### src/rtl/register_file.sv
// RV32I integer register file for the Decode stage.
// 2**ADDR_WIDTH general-purpose registers of DATA_WIDTH bits each, with x0 hardwired to zero.
// There are two combinational read ports (rs1/rs2) and one synchronous write port driven by writeback.
// With BYPASS=1, a read of the register being written in the same cycle returns write_data.
// This hides the WB->ID hazard.
// Reset is asynchronous and active-low. It clears every register and forces both reads to zero.
module register_file #(
  parameter int DATA_WIDTH = 32,
  parameter int ADDR_WIDTH = 5,
  parameter bit BYPASS     = 1'b1
) (
  input  logic                  clock,
  input  logic                  reset,
  input  logic [ADDR_WIDTH-1:0] rs1_address,
  input  logic [ADDR_WIDTH-1:0] rs2_address,
  input  logic [ADDR_WIDTH-1:0] write_address,
  input  logic [DATA_WIDTH-1:0] write_data,
  input  logic                  write_enable,
  output logic [DATA_WIDTH-1:0] rs1,
  output logic [DATA_WIDTH-1:0] rs2
);

  localparam int NUM_REGS = 1 << ADDR_WIDTH;

  logic [DATA_WIDTH-1:0] r_regs [NUM_REGS];

  // A write only counts when out of reset, strobed, and not aimed at x0.
  // The same qualifier gates the bypass, so a discarded write is never forwarded either.
  logic w_write_hit;
  assign w_write_hit = reset & write_enable & (write_address != '0);

  // Storage: async clear, then one write per rising edge.
  always_ff @(posedge clock or negedge reset) begin
    if (!reset) begin
      for (int i = 0; i < NUM_REGS; i++) begin
        r_regs[i] <= '0;
      end
    end else if (w_write_hit) begin
      r_regs[write_address] <= write_data;
    end
  end

  // Read port 1: x0 and reset read zero; otherwise forward the in-flight write or the stored value.
  always_comb begin
    rs1 = '0;
    if (reset && (rs1_address != '0)) begin
      if (BYPASS && w_write_hit && (rs1_address == write_address)) begin
        rs1 = write_data;
      end else begin
        rs1 = r_regs[rs1_address];
      end
    end
  end

  // Read port 2: identical rule, independent address.
  always_comb begin
    rs2 = '0;
    if (reset && (rs2_address != '0)) begin
      if (BYPASS && w_write_hit && (rs2_address == write_address)) begin
        rs2 = write_data;
      end else begin
        rs2 = r_regs[rs2_address];
      end
    end
  end

endmodule

### config.mk
export PLATFORM = sky130hd
export DESIGN_NAME = register_file
export DESIGN_NICKNAME = d
export VERILOG_FILES = /design/src/rtl/register_file.sv
export SDC_FILE = /design/constraint.sdc
export NUM_CORES = 2
export LEC_CHECK = 0
export ABC_AREA = 0
export BUFFER_PORTS_ARGS = -buffer_cell sky130_fd_sc_hd__buf_2
export CAP_MARGIN = 20
export CORE_ASPECT_RATIO = 0.6
export CORE_UTILIZATION = 45
export CTS_CLUSTER_DIAMETER = 50
export DETAILED_ROUTE_END_ITERATION = 8
export SETUP_SLACK_MARGIN = 0.3
export SYNTH_ARGS = -nofsm -noshare
export SYNTH_HDL_FRONTEND = slang
export SYNTH_SLANG_ARGS = --single-unit
### constraint.sdc
create_clock -name clock -period 2.1 [get_ports clock]
set_clock_uncertainty 0.05 [all_clocks]
set_input_delay 0.105 -clock clock [delete_from_list [all_inputs] [get_ports clock]]
set_output_delay 0.105 -clock clock [all_outputs]
set_load 0.05 [all_outputs]
==> impl_results.md <==
- Total track usage: 32.7%
- Worst Setup Path Type: reg2out
- Max clock buf depth: 3
- Final wirelength: 201000 µm
- I/O pin total: 114
- Via density: 6.62
- Clk_lat worst skew: 0.75 ns
- Initial antenna violation count: 12
- RSZ-0062 raised after global routing: yes
- Metal3 WL: 19900 µm
- Worst path bufs/invs: 1
- Async S/R FF share, synth: 100%
- Reg2reg path depth: 2
- Remaining Overflow, GRT: 0
- Net Count, Synth: 3878
- Ys Warns: 0
- Largest stage delay on the critical path: 0.50 ns
- CTS clk-pin slew, worst paths: 0.07 ns
- Pwr Density: 823 mW/mm²
- Multi-input gate area: 0.0284 mm²
- Vias in the first global route: 38379
- Flop-to-flop setup slack: 1.12 ns
- Routed WL per cell: 34.3 µm
- Routed wl met2: 83400 µm
- Clock Sinks: 1024
- Final TNS setup: -39.48 ns
- Arrival time worst endpoint: 2.73 ns
- RR Endpoint: r_regs[100]$_DFFE_PN0P_
- Gp weighted congestion: 0.877
- CP top delay family: compound AO/OA/AOI/OAI gates
- Worst reg2reg path startpoint: r_regs[100]$_DFFE_PN0P_
- Routed vias: 38925
- Final Hold Vio Count: 0
- Initial Util: 45.4%
- Chip width: 454 µm
- Tightest Pin Transition: 1.12 ns
- Number of enable flip-flop cells after synthesis: 0
- Worst Path Required: 1.95 ns
- Seq cells post-synth: 1024
- Filler cell count: 9747
- Crit path max-delay cell type: a221o_2
- CTS Buf Count: 105
- Primary FF master, synth: dfrtp_1
- Min-Delay Path Class: in2reg
- CP Depth: 6
- Peak supply drop: 810 µV
- WHS Endpoint: r_regs[435]$_DFFE_PN0P_
- Final setup viols: 64
- Hold_sp: write_enable
- Final Net Count: 4221
- Setup crit end kind: primary output
- First drt pass iteration count: 5
- Final HPWL DP: 128000 µm
- Startpoint types: flop
- Biggest regs: r_regs x1024
- Slew Limit Fails: 0
- CP Cell Sequence: mux4_2, nor2b_1, a211oi_1, a21oi_1, a221o_2, buf_12
- Metal-1 WL: 92600 µm
- Die height: 273 µm
- Violated checks: negative setup slack
- Drt drc: 0
- Tmin final: 2.89 ns
- CTS Root Buffer Type: clkbuf_16
- Tcrit/Tclk final: 138%
- Register area share after synthesis: 46.4%
- Pre-CTS setup slack: -0.540 ns
- Cell count after synthesis: 3828
- Top reg by flops: r_regs
- CTS tree: built
- Number of flip-flops in the largest register: 1024
- Seq. cell area: 0.0256 mm²
- Leak Pwr: 30.9 nW
- Area delta synth->final: 22.8%
- Hold Path Cell Cnt: 6
- Status: finished, violations left
- Global-route wire length before repair: 291000 µm
- Initial drt markers: 4571
- Top fanout value on the critical path: 3
- Port buffer count: 113
- Largest net degree at the start of global routing: 150
- Synth Cell Area: 0.0552 mm²
- Syn_area_per_cell: 14.4 µm²
- Achievable frequency: 0.346 GHz
- Highest Signal Layer: met5
- Core Region: 0.122 mm²
- Unique cell type count in the Yosys netlist: 44
- Fin worst setup slack: -0.789 ns
- Die area: 0.124 mm²
- Slew HR: 25.2%
- Max-Cap Viols: 0
- Rows: 99
- Share of layout cells above drive strength 1: 56.0%
- H-tree levels: 3
- ANT nets after route: 0
[cell usage in the layout, fill, tap and decap left out, types with 52 or more instances in the layout]
| master | n |
|---|---|
| a21oi_1 | 116 |
| a221oi_1 | 63 |
| a22oi_1 | 52 |
| buf_12 | 211 |
| buf_4 | 360 |
| clkbuf_16 | 107 |
| dfrtp_1 | 1024 |
| mux2_2 | 945 |
| mux2i_1 | 284 |
| mux4_2 | 385 |
| nand2_1 | 61 |
| o221ai_1 | 63 |
[report_power, final]
part           switching (mW)  total [mW]  internal (mW)
combinational            4.83        10.8           5.99
sequential               1.99        24.3           22.3
clock                    8.88        20.7           11.8
[cells by family (layout without fill, tap and decap cells)]
logic type / count (synthesis) / count (layout) / share of synthesized area, %
simple gates: 201 / 201 / 1.70
xor+xnor: 10 / 10 / 0.159
mux: 1695 / 1695 / 41.8
buf+inv: 445 / 878 / 3.77
flops: 1024 / 1024 / 46.4
compound gates: 453 / 453 / 6.17
other cells: 0 / 4 / 0
[cell usage after synthesis (6+ instances only)]
| cell type | number | share of area, % |
|---|---|---|
| buf_6 | 20 | 0.41 |
| buf_4 | 25 | 0.34 |
| o21bai_1 | 33 | 0.45 |
| dfrtp_1 | 1024 | 46 |
| mux4_2 | 385 | 16 |
| o221ai_1 | 63 | 1.0 |
| mux2_2 | 975 | 20 |
| a221oi_1 | 64 | 1.0 |
| a221o_1 | 32 | 0.58 |
| nor2b_1 | 39 | 0.44 |
| a22oi_1 | 64 | 0.87 |
| a32o_1 | 32 | 0.58 |
| nand3_1 | 11 | 0.10 |
| buf_1 | 33 | 0.22 |
| buf_2 | 134 | 1.2 |
| mux2i_1 | 287 | 5.2 |
| nand2_1 | 111 | 0.75 |
| xnor2_1 | 7 | 0.11 |
| mux2_1 | 48 | 0.98 |
| a21oi_1 | 127 | 1.2 |
| nor2_1 | 18 | 0.12 |
| clkbuf_1 | 231 | 1.6 |
| nor3_1 | 6 | 0.054 |
| a211oi_1 | 32 | 0.44 |
[layout make-up]
class,instances,share of cell area [%]
clock buffer,141,4.40
clock inverter,56,1.18
antenna,4,0.0148
sequential,1024,37.8
timing repair buffer,679,11.7
multi-input combinational,2359,41.9
tap,1616,2.98
inverter,2,0.0111
[tightest hold or removal path: stages]
cell     delay [ns]
buf_2          0.17
nand3_1        0.10
nor3_1         0.06
buf_4          0.16
nand2_4        0.13
mux2_2         0.16
[per-stage QoR]
stage	power, mW	instances	hold WS (ns)	utilization, %	instance area (µm²)
floorplan	30.7	3828	-0.241	-	55800
global placement	34.5	5591	0.162	51.5	62600
detailed placement	34.7	5591	0.155	51.5	62600
CTS	55.7	5862	0.0683	55.5	67400
global route	57.7	5877	0.126	55.7	67800
finish	55.8	5881	0.125	55.7	67800
[per-layer routing]
metal	global-route usage [%]	vias to the layer above
met1	51.1	21029
met2	44.6	2006
met3	8.20	325
met5	0	-
li1	-	15557
met4	8.48	8
[timing repair]
item / 4_1_cts / 5_1_grt
pin swaps: 88 / 42
hold endpoints to repair: 1785 / 0
hold buffers: 43 / 0
endpoints found under the setup margin: 64 / 123
gates resized for setup: 112 / 46
buffers inserted: 31 / 12
[worst max-delay path by stage]
stage / start / endpoint / slack [ns]
2_1_floorplan: rs2_address[0] / rs2[0] / 0.25
3_3_place_gp: rs2_address[0] / rs2[9] / -0.53
3_5_place_dp: rs2_address[0] / rs2[9] / -0.54
4_1_cts: r_regs[1010]$_DFFE_PN0P_ / rs2[18] / -0.84
5_1_grt: r_regs[978]$_DFFE_PN0P_ / rs2[18] / -0.85
6_report: r_regs[1010]$_DFFE_PN0P_ / rs2[18] / -0.79
No activity file was read; power rests on OpenSTA's default activity.
